--- src/rtl/spi_link_pkg.sv ---
// spi_link_pkg: link geometry and receiver state shared by both ends of the 4-line pixel link
package spi_link_pkg;
  localparam int LINK_LINES       = 4;
  localparam int LINK_DATA_WIDTH  = 8;
  localparam int FRAME_H          = 320;
  localparam int FRAME_V          = 180;
  localparam int LINK_SYNC_STAGES = 2;
  typedef enum logic [1:0] {WAIT_FRAME, IDLE, RECV} rx_state_e;
endpackage

--- src/rtl/link_input_sync.sv ---
// link_input_sync: synchronizer bank for the link pins plus a registered dclk rising-edge strobe.
module link_input_sync
  import spi_link_pkg::*;
#(
  parameter int LINES       = LINK_LINES,
  parameter int SYNC_STAGES = LINK_SYNC_STAGES
) (
  input  logic             clk_i,
  input  logic             rst_n_i,
  input  logic             dclk_i,
  input  logic [LINES-1:0] cipo_i,
  input  logic             cs_i,
  input  logic             tlast_i,
  output logic [LINES-1:0] cipo_o,
  output logic             cs_o,
  output logic             tlast_o,
  output logic             capture_strobe_o
);
  localparam int W = LINES + 3;
  // Pins packed as {dclk, cs, tlast, cipo}; reset looks like an idle link with cs deasserted
  localparam logic [W-1:0] IDLE_PINS = W'(1) << (LINES + 1);
  logic [W-1:0] sync_q [SYNC_STAGES];
  logic [W-1:0] pins_s;
  logic         dclk_prev_q;
  assign pins_s = sync_q[SYNC_STAGES-1];
  always_ff @(posedge clk_i or negedge rst_n_i) begin
    if (!rst_n_i) begin
      for (int i = 0; i < SYNC_STAGES; i++) sync_q[i] <= IDLE_PINS;
      dclk_prev_q                <= 1'b0;
      capture_strobe_o           <= 1'b0;
      {cs_o, tlast_o, cipo_o}    <= IDLE_PINS[W-2:0];
    end else begin
      sync_q[0] <= {dclk_i, cs_i, tlast_i, cipo_i};
      for (int i = 1; i < SYNC_STAGES; i++) sync_q[i] <= sync_q[i-1];
      dclk_prev_q             <= pins_s[W-1];
      capture_strobe_o        <= pins_s[W-1] & ~dclk_prev_q;
      {cs_o, tlast_o, cipo_o} <= pins_s[W-2:0];
    end
  end
endmodule

--- src/rtl/spi_receive_con.sv ---
// spi_receive_con: oversampling receiver for the 4-line pixel link.
// Rebuilds pixels from nibbles, tags them with frame position and tracks frame alignment.
module spi_receive_con
  import spi_link_pkg::*;
#(
  parameter int DATA_WIDTH  = LINK_DATA_WIDTH,
  parameter int LINES       = LINK_LINES,
  parameter int HPIXELS     = FRAME_H,
  parameter int VPIXELS     = FRAME_V,
  parameter int SYNC_STAGES = LINK_SYNC_STAGES
) (
  input  logic                  clk_in,
  input  logic                  rst_n_in,
  input  logic                  dclk_in,
  input  logic [LINES-1:0]      cipo_in,
  input  logic                  cs_in,
  input  logic                  tlast_in,
  output logic [DATA_WIDTH-1:0] pixel_data_out,
  output logic                  pixel_valid_out,
  output logic [8:0]            hcount_out,
  output logic [7:0]            vcount_out,
  output logic                  frame_done_out,
  output logic                  synced_out,
  output logic [7:0]            err_count_out
);
  localparam int NIB = DATA_WIDTH / LINES;
  localparam int NW  = NIB > 1 ? $clog2(NIB) : 1;
  localparam logic [NW-1:0] NIB_LAST = NW'(NIB - 1);
  localparam logic [8:0]    H_LAST   = 9'(HPIXELS - 1);
  localparam logic [7:0]    V_LAST   = 8'(VPIXELS - 1);

  logic [LINES-1:0] cipo_s;
  logic             cs_s, tlast_s, cap;

  link_input_sync #(.LINES(LINES), .SYNC_STAGES(SYNC_STAGES)) u_sync (
    .clk_i            (clk_in),
    .rst_n_i          (rst_n_in),
    .dclk_i           (dclk_in),
    .cipo_i           (cipo_in),
    .cs_i             (cs_in),
    .tlast_i          (tlast_in),
    .cipo_o           (cipo_s),
    .cs_o             (cs_s),
    .tlast_o          (tlast_s),
    .capture_strobe_o (cap)
  );

  rx_state_e             st_q;
  logic [DATA_WIDTH-1:0] shift_q, shift_d;
  logic [NW-1:0]         nib_q;
  logic [8:0]            h_q;
  logic [7:0]            v_q, err_d;
  logic                  last_nib, at_end;

  assign shift_d  = DATA_WIDTH'({shift_q, cipo_s});
  assign last_nib = cap && nib_q == NIB_LAST;
  assign at_end   = h_q == H_LAST && v_q == V_LAST;
  assign err_d    = err_count_out + {7'd0, err_count_out != 8'hFF};

  always_ff @(posedge clk_in or negedge rst_n_in) begin
    if (!rst_n_in) begin
      st_q            <= WAIT_FRAME;
      shift_q         <= '0;
      nib_q           <= '0;
      h_q             <= '0;
      v_q             <= '0;
      pixel_data_out  <= '0;
      pixel_valid_out <= 1'b0;
      hcount_out      <= '0;
      vcount_out      <= '0;
      frame_done_out  <= 1'b0;
      synced_out      <= 1'b0;
      err_count_out   <= '0;
    end else begin
      pixel_valid_out <= 1'b0;
      frame_done_out  <= 1'b0;
      case (st_q)
        WAIT_FRAME: begin
          if (cs_s) nib_q <= '0;
          else if (cap) begin
            shift_q <= shift_d;
            nib_q   <= last_nib ? '0 : nib_q + NW'(1);
            if (last_nib && tlast_s) begin
              st_q       <= IDLE;
              synced_out <= 1'b1;
              h_q        <= '0;
              v_q        <= '0;
            end
          end
        end
        default: begin
          if (cs_s) begin
            // A pixel cut short by cs is dropped and counted as a link error
            if (st_q == RECV && nib_q != '0) err_count_out <= err_d;
            nib_q <= '0;
            st_q  <= IDLE;
          end else begin
            st_q <= RECV;
            if (cap) begin
              shift_q <= shift_d;
              nib_q   <= last_nib ? '0 : nib_q + NW'(1);
              if (last_nib) begin
                pixel_data_out  <= shift_d;
                pixel_valid_out <= 1'b1;
                hcount_out      <= h_q;
                vcount_out      <= v_q;
                if (tlast_s) begin
                  frame_done_out <= 1'b1;
                  h_q            <= '0;
                  v_q            <= '0;
                  if (!at_end) err_count_out <= err_d;
                end else if (h_q == H_LAST) begin
                  h_q <= '0;
                  if (v_q == V_LAST) begin
                    // Frame overran without tlast: drop alignment and hunt for the next frame end
                    err_count_out <= err_d;
                    synced_out    <= 1'b0;
                    st_q          <= WAIT_FRAME;
                    v_q           <= '0;
                  end else v_q <= v_q + 8'd1;
                end else h_q <= h_q + 9'd1;
              end
            end
          end
        end
      endcase
    end
  end
endmodule

--- config.mk ---
export PLATFORM = sky130hd
export DESIGN_NAME = spi_receive_con
export DESIGN_NICKNAME = d
export VERILOG_FILES = /design/src/rtl/spi_link_pkg.sv /design/src/rtl/link_input_sync.sv /design/src/rtl/spi_receive_con.sv
export SDC_FILE = /design/constraint.sdc
export NUM_CORES = 1
export LEC_CHECK = 0
export ABC_AREA = 0
export ABC_CLOCK_PERIOD_IN_PS = 2700
export CORE_MARGIN = 2
export CORE_UTILIZATION = 39
export DETAILED_ROUTE_END_ITERATION = 8
export GPL_TIMING_DRIVEN = 0
export PLACE_DENSITY_LB_ADDON = 0.1
export SETUP_SLACK_MARGIN = 0.15
export SYNTH_ARGS = -nofsm -noshare
export SYNTH_HDL_FRONTEND = slang
export SYNTH_SLANG_ARGS = --single-unit
--- constraint.sdc ---
create_clock -name clk_in -period 2.7 [get_ports clk_in]
set_input_delay 0.27 -clock clk_in [delete_from_list [all_inputs] [get_ports clk_in]]
set_output_delay 0.27 -clock clk_in [all_outputs]
set_load 0.02 [all_outputs]
==> impl_results.md, run 1 <==
- Status: finished, final reports clean
- Worst-Skew Late Latency: roughly 0.35 ns
- CP cell instances: ha_1 > and4bb_2 > nand4_2 > mux2i_2 > nand2_1 > mux2_2
- Post-Route Setup TNS: 0 ns
- TritonCTS buffer count: 9
- Vias in the first global route: 2036
- Leakage: 1.843 nW
- Share of layout cells above drive strength 1: 22.26%
- Initial DRC Count: 71
- Ant diodes: 0
- Post-synthesis sequential area ratio: 63.34%
- Vias: 1988
- Cts hold-fix bufs: 1
- CP peak stage delay: 0.45 ns
- Fill count: approximately 720
- Critical path type: reg -> reg
- Via-per-instance ratio: 4.897
- WHS: 0.3200 ns
- Crit path required time: just under 3 ns
- Final Setup Violations: 0
- Final Wtd Congestion: 0.7966
- Syn Area/Cell: between 10 and 15 µm²
- Setup repair after global routing missed its margin: false
- Root buf cell: clkbuf_8
- Synthesized flop and latch total: 82
- Initial antenna violation count: 0
- Initial core utilization: 39.90%
- Setup crit end kind: flip-flop
- Power per standard cell area: just over 600 nW/µm²
- Die width: 95.23 µm
- Drt first pass iters: 4
- H-Tree Depth: 3
- DR WL/cell: 13.49 µm
- Worst R2R Setup Slack: roughly 0.52 ns
- Most frequent cells after synthesis: dfrtp_1 (79), mux2_2 (31), nor2_1 (19)
- Slowest cell on crit path: dfrtp_1
- Post-Syn Area: 3246 µm²
- Clock Sinks: 82
- Maxcap violations: 0
- Worst EP arrival: approximately 2.4 ns
- Max Clock Skew: approximately 0.012 ns
- Global-route wire length before repair: 9639 µm
- Synth async-reset ratio: 100.0%
- Routed wire length: 5475 µm
- Min-Delay Path Class: in -> reg
- Peak Freq: 0.4594 GHz
- Peak supply drop: 227.5 µV
- Core outline area: 8134 µm²
- Synth area leader: dfrtp_1
- Final core utilization: 49.73%
- # IOs: 45
- CTS tree: built
- Die footprint: 9068 µm²
- Final Cycle Share: ~81%
- Yosys cell types: 38
- Synth-to-Final Area Change: 24.63%
- Worst Path Max Fanout: 7
- Total track usage: 13.90%
- Worst-path clk slew: 0.09 ns
- Top_reg_cell synth: dfrtp_1
- Max Buffers Root-to-Sink: 2
- Fin nets: 309
- Largest net degree at the start of global routing: 54
- Max Slew Vio Count: 0
- Gate Count Post-Synth: 239
- Core Rows: 33
- Gr ovfl total: 0
- HPWL after detailed placement: ~3700 µm
- Routed Antenna Nets: 0
- Syn Nets: 252
- Slew @ Worst Pin: 0.8418 ns
- Post-CTS Setup Bufs: 0
- Final hold viol count: 0
- Fin crit period: 2.177 ns
- Count leader, synth: dfrtp_1
- Number of synthesized flops with an enable pin: 0
- Top post-synthesis cells by area: dfrtp_1 (61%), mux2_2 (11%), xnor2_1 (2.7%)
- Area share of the largest cell type after synthesis: 60.91%
- PortBufs: 44
- Worst setup SP type: flip-flop
- DRC errors left: 0
- Slew headroom: 43.54%
- YS warnings: 0
- Post-CTS Resized: 0
- Die Ht: 95.23 µm
## kinds of logic (layout without fill, tap and decap cells)
| family | Yosys count | count (layout) | share of synthesized area (%) |
|---|---|---|---|
| flops | 82 | 82 | 63.34 |
| simple gates | 77 | 77 | 13.65 |
| mux | 32 | 32 | 11.18 |
| compound gates | 19 | 19 | 4.279 |
| xor+xnor | 17 | 17 | 4.587 |
| buf+inv | 8 | 70 | 1.426 |
| fa+ha+maj | 4 | 4 | 1.542 |
## cells in the final DEF, fill, tap and decap left out, drive strengths merged, types with 7 or more instances in the layout
cell            n
dfrtp          79
clkdlybuf4s50  43
mux2           31
nor2           19
nand2          16
clkbuf         11
xnor2          10
o21ai           9
nand4           9
buf             9
xor2            7
nand3           7
## path summary, 6_finish.rpt
kind / from / to / depth (start not counted)
max in group asynchronous: rst_n_in / u_sync.sync_q[12]$_DFF_PN1_ / 3
setup reg to reg: h_q[0]$_DFFE_PN0P_ / err_count_out[1]$_DFFE_PN0P_ / 6
hold reg to reg: u_sync.sync_q[13]$_DFF_PN0_ / u_sync.pins_s[6]$_DFF_PN0_ / 0
min in group asynchronous: rst_n_in / err_count_out[0]$_DFFE_PN0P_ / 2
hold / removal: cs_in / u_sync.sync_q[12]$_DFF_PN1_ / 1
setup / recovery: h_q[0]$_DFFE_PN0P_ / err_count_out[1]$_DFFE_PN0P_ / 6
## flip-flops by register name (all words and copies together), names as in the netlist
| name | cells |
|---|---|
| pixel_data_out | 8 |
| shift_q | 4 |
| st_q | 2 |
| v_q | 8 |
| pixel_valid_out | 1 |
| err_count_out | 8 |
| h_q | 9 |
| u_sync.capture_strobe_o | 1 |
| u_sync.tlast_o | 1 |
| u_sync.dclk_prev_q | 1 |
| synced_out | 1 |
| vcount_out | 8 |
| hcount_out | 9 |
| u_sync.cs_o | 1 |
| u_sync.cipo_o | 4 |
| u_sync.sync_q | 7 |
| u_sync.pins_s | 7 |
| nib_q | 1 |
| frame_done_out | 1 |
## worst max-delay path, delay by kind of cell (launching register included)
family	cells	cell delay (ns)
adders and majority gates	1	0.26
DFF	1	0.45
and+or+nand+nor	3	0.62
muxes	2	0.72
## power by group
part           internal, mW  leakage, nW  switching (mW)  total [mW]
Clock                 0.429       0.0966           0.440       0.870
Combinational         0.125        0.669           0.130       0.255
Sequential             1.30         1.08          0.0458        1.34
## per-stage QoR
stage          power [mW]  std cells  instance area (µm²)  setup WS (ns)
4_1_cts             2.500        406                 4045         0.5127
3_3_place_gp        1.614        388                 3817         -1.573
3_5_place_dp        1.626        389                 3842         0.5287
5_1_grt             2.593        406                 4045         0.3883
2_1_floorplan       1.490        239                 3246         0.8150
6_report            2.467        406                 4045         0.5233
## cell type report
cell class              count  area [µm²]  area share [%]
clock inverters             6       65.06           1.608
well taps                 105       131.4           3.248
flip-flops and latches     82        2056           50.82
plain buffers               8       46.29           1.144
clock buffers              10       127.6           3.155
repair buffers             46       475.5           11.75
multi-input cells         149        1144           28.27
## per-layer routing
layer | vias to the layer above | track usage (%) | part of all wire, %
met5 | - | 0 | 0
met2 | 50 | 21.36 | 45
met3 | 10 | 3.004 | 4.6
li1 | 954 | - | -
met1 | 974 | 18.80 | 49
met4 | 0 | 6.522 | 1.9
Note: power is estimated with default switching activity, not from simulation.
==> inputs of run 2 (changes only) <==
ABC_CLOCK_PERIOD_IN_PS = 1800   (was 2700)
clock period = 1.8 ns   (was 2.7 ns; I/O delays follow)
==> impl_results.md, run 2 (synthesized netlist as in run 1, its figures left out) <==
- Status: finished, violations left (was finished, final reports clean)
- Failing checks: negative setup slack
- CP peak stage delay: 0.37 ns (was 0.45 ns)
- Total track usage: 14.96% (was 13.90%)
- Routed Antenna Nets: 0 (unchanged)
- Gr ovfl total: 0 (unchanged)
- Die width: 95.23 µm (unchanged)
- Critical path type: reg -> reg (unchanged)
- Core outline area: 8134 µm² (unchanged)
- Fill count: 678 (was 721)
- Slew @ Worst Pin: 0.5099 ns (was 0.8418 ns)
- Setup slack after layout: -0.00007883 ns (was 0.5233 ns)
- Synth-to-Final Area Change: 35.89% (was 24.63%)
- Worst setup SP type: flip-flop (unchanged)
- Post-Route Setup TNS: -0.00007883 ns (was 0 ns)
- Vias: 2050 (was 1988)
- Worst EP arrival: 2.03 ns (was 2.41 ns)
- Dpl cell area: 3875 µm² (was 3842 µm²)
- Clock Sinks: 82 (unchanged)
- Peak Freq: 0.5555 GHz (was 0.4594 GHz)
- PortBufs: 44 (unchanged)
- Die Ht: 95.23 µm (unchanged)
- Initial core utilization: 39.90% (unchanged)
- Initial DRC Count: 59 (was 71)
- Root buf cell: clkbuf_8 (unchanged)
- Most Crowded Layer GR: met2 (unchanged)
- Met1 Use GR: 19.68% (was 18.80%)
- Via-per-instance ratio: 4.846 (was 4.897)
- WHS: 0.2336 ns (was 0.3200 ns)
- Non-filler cells, final: 423 (was 406)
- Power per standard cell area: 875.9 nW/µm² (was 609.8 nW/µm²)
- Fin nets: 327 (was 309)
- Core Rows: 33 (unchanged)
- CTS tree: built (unchanged)
- Largest net degree at the start of global routing: 45 (was 54)
- Peak supply drop: 388.6 µV (was 227.5 µV)
- Crit path required time: 2.03 ns (was 2.94 ns)
- Final Cycle Share: 100.0% (was 80.62%)
- Fin crit period: 1.800 ns (was 2.177 ns)
- Max Clock Skew: 0.005195 ns (was 0.01155 ns)
- GR Layer Usage met3: 3.162% (was 3.004%)
- Max Buffers Root-to-Sink: 2 (unchanged)
- Drt first pass iters: 4 (unchanged)
- Initial antenna violation count: 0 (unchanged)
- Worst Path Max Fanout: 6 (was 7)
- TritonCTS buffer count: 9 (unchanged)
- Slew headroom: 65.94% (was 43.54%)
- Final hold viol count: 0 (unchanged)
- DR WL/cell: 14.14 µm (was 13.49 µm)
- Max Slew Vio Count: 0 (unchanged)
- Regs by FF count: h_q x9, hcount_out x9 (unchanged)
- Vias in the first global route: 2098 (was 2036)
- Placed cell count: 389 (unchanged)
- HPWL after detailed placement: 3877 µm (was 3717 µm)
- Maxcap violations: 0 (unchanged)
- DP Worst Slack: -0.2594 ns (was 0.5287 ns)
- CP cell instances: ha_2 > nor4b_4 > nand4_4 > mux2i_4 > nand2_2 > mux2_4 (was ha_1 > and4bb_2 > nand4_2 > mux2i_2 > nand2_1 > mux2_2)
- Slowest cell on crit path: dfrtp_1 (unchanged)
- # IOs: 45 (unchanged)
- Routed wire length: 5982 µm (was 5475 µm)
- Leakage: 1.994 nW (was 1.843 nW)
- Die footprint: 9068 µm² (unchanged)
- H-Tree Depth: 3 (unchanged)
- Global-route wire length before repair: 10220 µm (was 9639 µm)
- Share of layout cells above drive strength 1: 33.02% (was 22.26%)
- Worst-Skew Late Latency: 0.34 ns (was 0.35 ns)
- Final Wtd Congestion: 0.7625 (was 0.7966)
- DRC errors left: 0 (unchanged)
- Most frequent cells in the layout: dfrtp_1 (74), clkdlybuf4s50_1 (41), mux2_2 (30), nor2_1 (18), buf_4 (16) (was dfrtp_1 (79), clkdlybuf4s50_1 (43), mux2_2 (31), nor2_1 (19), nand2_1 (16))
- Setup crit end kind: flip-flop (unchanged)
- Most common cell after layout, fill and taps aside: dfrtp_1 (unchanged)
- Min-Delay Path Class: in -> reg (unchanged)
- Worst-path clk slew: 0.08 ns (was 0.09 ns)
- Final Setup Violations: 1 (was 0)
- Ant diodes: 0 (unchanged)
- Cell area after layout: 4410 µm² (was 4045 µm²)
- Setup repair after global routing missed its margin: true (was false)
- Grt met2 use: 23.59% (was 21.36%)
-- run 2: cell types whose count changed in the layout (fill, tap and decap cells not counted), moves of 2 or more --
cell / before / now
nor4_4: 0 / 2
o31ai_1: 2 / 0
clkdlybuf4s50_1: 43 / 41
buf_2: 6 / 0
dfrtp_1: 79 / 74
buf_4: 1 / 16
ha_1: 4 / 2
buf_6: 1 / 8
o31ai_2: 0 / 2
nor4_1: 2 / 0
buf_8: 0 / 2
dfrtp_2: 0 / 5
a21oi_1: 2 / 0
dlymetal6s2s_1: 0 / 2
-- run 2: cell type report --
| class | instances | area, µm² | area share, % |
|---|---|---|---|
| buffer | 8 | 93.84 | 2.128 |
| clock buffer | 10 | 127.6 | 2.894 |
| clock inverter | 5 | 80.08 | 1.816 |
| multi-input combinational | 149 | 1279 | 28.99 |
| sequential | 82 | 2062 | 46.75 |
| tap | 105 | 131.4 | 2.979 |
| timing repair buffer | 64 | 636.9 | 14.44 |
-- run 2: metrics by stage --
step	total power, mW	utilization (%)
after floorplan	2.247	-
after global placement	2.436	47.42
after detailed placement	2.451	47.64
after CTS	3.902	52.62
after global routing	4.058	54.22
final	3.863	54.22
-- run 2: layer usage --
metal	routed length, µm	up-vias	share of wire [%]
li1	-	991	-
met1	2772	1012	46
met2	2888	36	48
met3	189	11	3.2
met4	131	0	2.2
met5	0	-	0
-- run 2: path summary, 6_finish.rpt --
path / from / end / slack (ns) / depth (start not counted)
min in group asynchronous: rst_n_in / pixel_data_out[7]$_DFFE_PN0P_ / 0.34 / 2
setup / recovery: v_q[1]$_DFFE_PN0P_ / err_count_out[0]$_DFFE_PN0P_ / -0.00008 / 6
hold / removal: cs_in / u_sync.sync_q[12]$_DFF_PN1_ / 0.23 / 1
hold reg to reg: u_sync.sync_q[10]$_DFF_PN0_ / u_sync.pins_s[3]$_DFF_PN0_ / 0.35 / 0
setup reg to reg: v_q[1]$_DFFE_PN0P_ / err_count_out[0]$_DFFE_PN0P_ / -0.00008 / 6
max in group asynchronous: rst_n_in / u_sync.pins_s[5]$_DFF_PN1_ / 0.80 / 3
-- run 2: power by group --
group	internal (mW)	switching (mW)
Clock	0.771	0.625
Sequential	1.95	0.0757
Combinational	0.230	0.215
Total	2.95	0.916
-- run 2: timing repair --
item | 4_1_cts | 5_1_grt
buffers inserted | 12 | 5
pin swaps | 4 | 6
setup endpoints to repair | 42 | 47
gates resized for setup | 26 | 19
hold buffers | 1 | 0
cloned | 0 | 1
hold endpoints to repair | 38 | 0
-- run 2: critical path, delay by kind of cell, from the launching register on --
family / cells / cell delay (ns)
fa+ha+maj: 1 / 0.19
simple gates: 3 / 0.54
flops: 1 / 0.37
mux: 2 / 0.58
